<file path="src/rtl/boot_copy_pkg.sv">
// rtl/boot_copy_pkg.sv - shared state encoding and default parameters for boot_copy
// Purpose : state enumeration and default parameter constants for the boot copier.
// Ports   : none (package).
package boot_copy_pkg;

    typedef enum logic [1:0] {
        WAIT = 2'd0,
        COPY = 2'd1,
        DONE = 2'd2
    } state_t;

    localparam int          DEF_AW              = 14;
    localparam int          DEF_NSRC            = 2;
    localparam int          DEF_DW              = 8;
    localparam int          DEF_SLOTS           = 4;
    localparam int          DEF_RF_SLOT         = 1;
    localparam int          DEF_DAW             = 16;
    localparam logic [15:0] DEF_BASE            = 16'h0000;
    localparam bit          DEF_RESTART_ON_LOSS = 1'b1;

endpackage

</file>
<file path="src/rtl/boot_copy.sv">
// rtl/boot_copy.sv - copies NSRC source regions into destination memory at boot
// Purpose : walks a {region, word, slot} counter, reads each source word and writes it
//           to BASE + {region, word}, with a refresh slot per word; done = init flag.
// Ports   : clock, reset (sync, active-low), ce (clock enable), ready (dest ready),
//           restart (re-run request in DONE), src_q (packed region data) ->
//           src_a / src_sel (source address / region), dst_a / dst_d / dst_we / dst_rf
//           (destination address, data, write and refresh strobes), busy, done.
module boot_copy
    import boot_copy_pkg::*;
#(
    parameter int             AW              = DEF_AW,
    parameter int             NSRC            = DEF_NSRC,
    parameter int             DW              = DEF_DW,
    parameter int             SLOTS           = DEF_SLOTS,
    parameter int             RF_SLOT         = DEF_RF_SLOT,
    parameter int             DAW             = DEF_DAW,
    parameter logic [DAW-1:0] BASE            = DAW'(DEF_BASE),
    parameter bit             RESTART_ON_LOSS = DEF_RESTART_ON_LOSS,
    localparam int            RW              = (NSRC > 1) ? $clog2(NSRC) : 0,
    localparam int            RWS             = (RW > 0) ? RW : 1
) (
    input  logic                 clock,
    input  logic                 reset,
    input  logic                 ce,
    input  logic                 ready,
    input  logic                 restart,
    input  logic [NSRC*DW-1:0]   src_q,
    output logic [AW-1:0]        src_a,
    output logic [RWS-1:0]       src_sel,
    output logic [DAW-1:0]       dst_a,
    output logic [DW-1:0]        dst_d,
    output logic                 dst_we,
    output logic                 dst_rf,
    output logic                 busy,
    output logic                 done
);

    localparam int SW = $clog2(SLOTS);
    localparam int IW = AW + RW;
    localparam int CW = AW + RW + SW;

    state_t          r_state;
    state_t          w_state_nxt;
    logic [CW-1:0]   r_cnt;
    logic [CW-1:0]   w_cnt_nxt;
    logic [SW-1:0]   w_slot;
    logic [AW-1:0]   w_word;
    logic [RWS-1:0]  w_region;
    logic [IW-1:0]   w_idx;
    logic            w_last;
    logic            w_copy;
    logic [DW-1:0]   w_rdata;

    assign w_slot = r_cnt[SW-1:0];
    assign w_word = r_cnt[SW +: AW];
    assign w_idx  = r_cnt[CW-1:SW];
    assign w_last = &r_cnt;
    assign w_copy = (r_state == COPY);

    generate
        if (RW > 0) begin : g_region
            assign w_region = r_cnt[CW-1 -: RW];
        end else begin : g_single
            assign w_region = '0;
        end
    endgenerate

    always_ff @(posedge clock) begin
        if (!reset) begin
            r_state <= WAIT;
            r_cnt   <= '0;
        end else begin
            r_state <= w_state_nxt;
            r_cnt   <= w_cnt_nxt;
        end
    end

    // Ready loss and restart act on the very next edge, independent of ce;
    // all forward progress of the copy waits for a ce tick.
    always_comb begin
        w_state_nxt = r_state;
        w_cnt_nxt   = r_cnt;
        case (r_state)
            WAIT: begin
                w_cnt_nxt = '0;
                if (ce && ready) begin
                    w_state_nxt = COPY;
                end
            end
            COPY: begin
                if (!ready) begin
                    if (RESTART_ON_LOSS) begin
                        w_state_nxt = WAIT;
                        w_cnt_nxt   = '0;
                    end
                end else if (ce) begin
                    if (w_last) begin
                        w_state_nxt = DONE;
                    end else begin
                        w_cnt_nxt = r_cnt + CW'(1);
                    end
                end
            end
            DONE: begin
                if (restart) begin
                    w_state_nxt = WAIT;
                    w_cnt_nxt   = '0;
                end
            end
            default: begin
                w_state_nxt = WAIT;
                w_cnt_nxt   = '0;
            end
        endcase
    end

    always_comb begin
        w_rdata = src_q[DW-1:0];
        for (int k = 1; k < NSRC; k++) begin
            if (w_region == RWS'(k)) begin
                w_rdata = src_q[k*DW +: DW];
            end
        end
    end

    // Outputs are gated by reset so they hold their idle values for the whole
    // reset interval, including before the first clock edge.
    assign busy    = reset && w_copy;
    assign done    = reset && (r_state == DONE);
    assign dst_we  = reset && w_copy && ready && (w_slot == SW'(SLOTS - 1));
    assign dst_rf  = reset && w_copy && (w_slot == SW'(RF_SLOT));
    assign src_a   = reset ? w_word : '0;
    assign src_sel = reset ? w_region : '0;
    assign dst_a   = reset ? (BASE + DAW'(w_idx)) : BASE;
    assign dst_d   = w_rdata;

endmodule

</file>
<file path="config.mk">
export PLATFORM = sky130hd
export DESIGN_NAME = boot_copy
export DESIGN_NICKNAME = d
export VERILOG_FILES = /design/src/rtl/boot_copy_pkg.sv /design/src/rtl/boot_copy.sv
export SDC_FILE = /design/constraint.sdc
export NUM_CORES = 1
export LEC_CHECK = 0
export BUFFER_PORTS_ARGS = -buffer_cell sky130_fd_sc_hd__buf_2
export CAP_MARGIN = 10
export CORE_MARGIN = 3
export CORE_UTILIZATION = 49
export CTS_CLUSTER_DIAMETER = 80
export DETAILED_ROUTE_END_ITERATION = 6
export GPL_TIMING_DRIVEN = 1
export PLACE_DENSITY = 0.86
export SKIP_CTS_REPAIR_TIMING = 1
export SYNTH_ARGS = -nofsm -noshare
export SYNTH_HDL_FRONTEND = slang
export SYNTH_SLANG_ARGS = --single-unit
</file>
<file path="constraint.sdc">
create_clock -name clock -period 6.75 [get_ports clock]
set_clock_uncertainty 0.2 [all_clocks]
set_input_delay 0.675 -clock clock [delete_from_list [all_inputs] [get_ports clock]]
set_output_delay 0.675 -clock clock [all_outputs]
set_load 0.1 [all_outputs]
</file>
==> flow_summary.json <==
{
  "power_mw": 0.211,
  "syn_area_sq_um": 1330,
  "antenna_found_initial": 0,
  "ant_nets": 0,
  "hold_path_class": "flip-flop to flip-flop",
  "cts_made_buffers": 3,
  "multiInputGateArea_sq_um": 777,
  "layout-drive-gt1-share_pct": 40.1,
  "wl_microns": 3050,
  "cts_tree": "yes",
  "crit_path_max_fanout": 9,
  "hold_depth": 2,
  "overflow": 0,
  "first_iter_violations": 23,
  "vdd_drop_max_uv": 102,
  "drv_cap": 0,
  "synth-main-ff-cell": "dfxtp_1",
  "ys_types": 40,
  "antennaDiodeCount": 0,
  "drc": 0,
  "seq_area_frac_synth_pct": 28.6,
  "clkLatencyLatePin_ps": 300,
  "dieArea_sq_um": 3380,
  "clock-root-buffer": "clkbuf_4",
  "io-pin-count": 64,
  "syn_nets": 183,
  "wl_per_cell_microns": 13.1,
  "utilization_pct": 61.1,
  "cp-endpoint": "r_cnt[14]",
  "worstSetupPathType": "flip-flop to flip-flop",
  "num-fill-cells": 248,
  "power_density_nw_per_um2": 137,
  "grt_pass1_vias": 1190,
  "r2r_end": "r_cnt[14]",
  "area_growth_pct": 15.8,
  "portBuffers": 62,
  "ys_ff_latch": 19,
  "internal_power_mw": 0.144,
  "place_hpwl_microns": 2360,
  "required_ps": 6780,
  "hold_violations": 0,
  "tns_ps": 0,
  "power_frac_seq_pct": 53.7,
  "die_h_microns": 58.1,
  "grt_pass1_wl_microns": 5090,
  "grt_setup_unrepaired": "no",
  "comb_power_share_pct": 18.6,
  "gp_congestion": 0.798,
  "grt_max_degree": 23,
  "tightest_slew_ps": 1070,
  "die_w_microns": 58.1,
  "arrival_ps": 2930,
  "core_sq_um": 2520,
  "syn_area_per_cell_sq_um": 8.36,
  "status": "finished clean",
  "crit-reg2reg-launch": "r_cnt[0]",
  "fin_crit_sh_pct": 43.0,
  "switching_share_pct": 31.9,
  "slew_headroom_pct": 27.9,
  "p_leak_nw": 0.670,
  "synth_cells": 159,
  "drv_slew": 0,
  "reg2reg_depth": 9,
  "nets": 227,
  "grtUsageTotal_pct": 18.8,
  "first_pass_iters": 4,
  "cp-end-kind": "flip-flop",
  "cts_buffer_depth": 2,
  "ys_warn_count": 0,
  "clock.fmax_mhz": 344,
  "h-tree-depth": 1,
  "clkPwrFrac_pct": 27.7,
  "startpoint_type": "flip-flop",
  "row_count": 18,
  "post-route-min-period_ps": 2900,
  "async_reset_ff_share_pct": 0,
  "reg2reg_slack_ps": 3850,
  "start_util_pct": 52.7,
  "viasPerCell": 5.62,
  "setup_viol": 0,
  "cts.sinks": 19,
  "ff_latch_area_sq_um": 380,
  "synth_edf_count": 0,
  "clk_pin_slew_worst_paths_ps": 110,
  "critPathLaunch": "r_cnt[0]",
  "vias": 1303,
  "p_sw_mw": 0.0671
}
through the flow:
step           setup slack, ps  area (sq um)  instances  hold WS, ps
2_1_floorplan             3790          1330        159          266
3_3_place_gp              4020          1510        228          287
3_5_place_dp              3900          1510        228          311
4_1_cts                   3870          1540        232          328
5_1_grt                   3670          1540        232          361
6_report                  3850          1540        232          323
power groups by stage:
stage / registers, mW / logic (mW) / clock network [mW]
6_report: 0.113 / 0.0391 / 0.0584
5_1_grt: 0.113 / 0.0411 / 0.0655
4_1_cts: 0.113 / 0.0394 / 0.0594
3_5_place_dp: 0.116 / 0.0393 / 0
3_3_place_gp: 0.116 / 0.0391 / 0
2_1_floorplan: 0.115 / 0.0316 / 0
cells in the final DEF (no fill, tap or decap), types with 5 or more instances in the layout:
| cell type | n |
|---|---|
| and2_1 | 15 |
| nand2_1 | 7 |
| or3_1 | 7 |
| nand3_1 | 6 |
| a21oi_1 | 11 |
| nor2_1 | 6 |
| dfxtp_1 | 19 |
| nand4_1 | 5 |
| o21ai_0 | 8 |
| mux2_2 | 8 |
| buf_2 | 62 |
cells in the mapped netlist (2+ instances only):
master	instances	area, sq um
nand4_1	5	31.3
nor2_1	6	22.5
a21boi_0	2	15.0
nand3_1	6	30.0
inv_1	2	7.51
a2111oi_0	2	17.5
o31ai_1	2	15.0
xor2_1	2	17.5
mux2_2	8	90.1
dfxtp_1	19	380
or4_1	2	15.0
and2_1	15	93.8
buf_4	17	128
o21ai_0	8	40.0
and4_1	2	17.5
nand2_1	7	26.3
buf_6	2	22.5
xnor2_1	3	26.3
a2111o_1	2	22.5
and3_2	2	15.0
a21oi_1	11	55.1
ha_1	3	37.5
or3_1	7	43.8
o211ai_1	2	15.0
a211oi_1	2	15.0
clkbuf_1	4	15.0
nor2b_1	3	18.8
sequential cells by signal, indices dropped and copies added, names as in the netlist:
signal and count:
r_state 2, r_cnt 17
cell type report:
cell class | instances | share of cell area, %
multi-input combinational | 115 | 50.4
sequential | 19 | 24.7
timing repair buffer | 62 | 20.1
tap | 30 | 2.44
clock buffer | 3 | 1.46
inverter | 2 | 0.487
clock inverter | 1 | 0.325
layer usage:
layer	track usage, %	wire (microns)
met4	6.95	43
met5	0	0
met2	31.9	1460
met3	3.12	258
met1	23.7	1290
worst min path at each step:
| stage | start | to | slack, ps |
|---|---|---|---|
| 2_1_floorplan | r_cnt[13] | r_cnt[13] | 270 |
| 3_3_place_gp | r_cnt[13] | r_cnt[13] | 290 |
| 3_5_place_dp | r_cnt[9] | r_cnt[9] | 310 |
| 4_1_cts | r_cnt[9] | r_cnt[9] | 330 |
| 5_1_grt | r_cnt[9] | r_cnt[9] | 360 |
| 6_report | r_cnt[5] | r_cnt[5] | 320 |
cells by family after synthesis:
| kind of cell | count (synthesis) | synth area share (%) |
|---|---|---|
| AO/OA/AOI/OAI | 34 | 16.2 |
| XOR/XNOR | 5 | 3.29 |
| adder cells (fa/ha/maj) | 3 | 2.82 |
| buffers and inverters | 25 | 13.0 |
| flip-flops | 19 | 28.6 |
| multiplexers | 8 | 6.77 |
| other | 1 | 0.282 |
| AND/OR/NAND/NOR | 64 | 29.1 |
worst max-delay path, stage by stage, from the launching register on:
cell	delay (ps)
dfxtp_1	360
ha_1	240
nand2_1	100
nor2_1	40
and4_1	200
ha_1	220
nand2b_1	290
a2111o_1	590
or4_1	440
a21oi_1	150
Note: power is estimated with default switching activity, not from simulation.
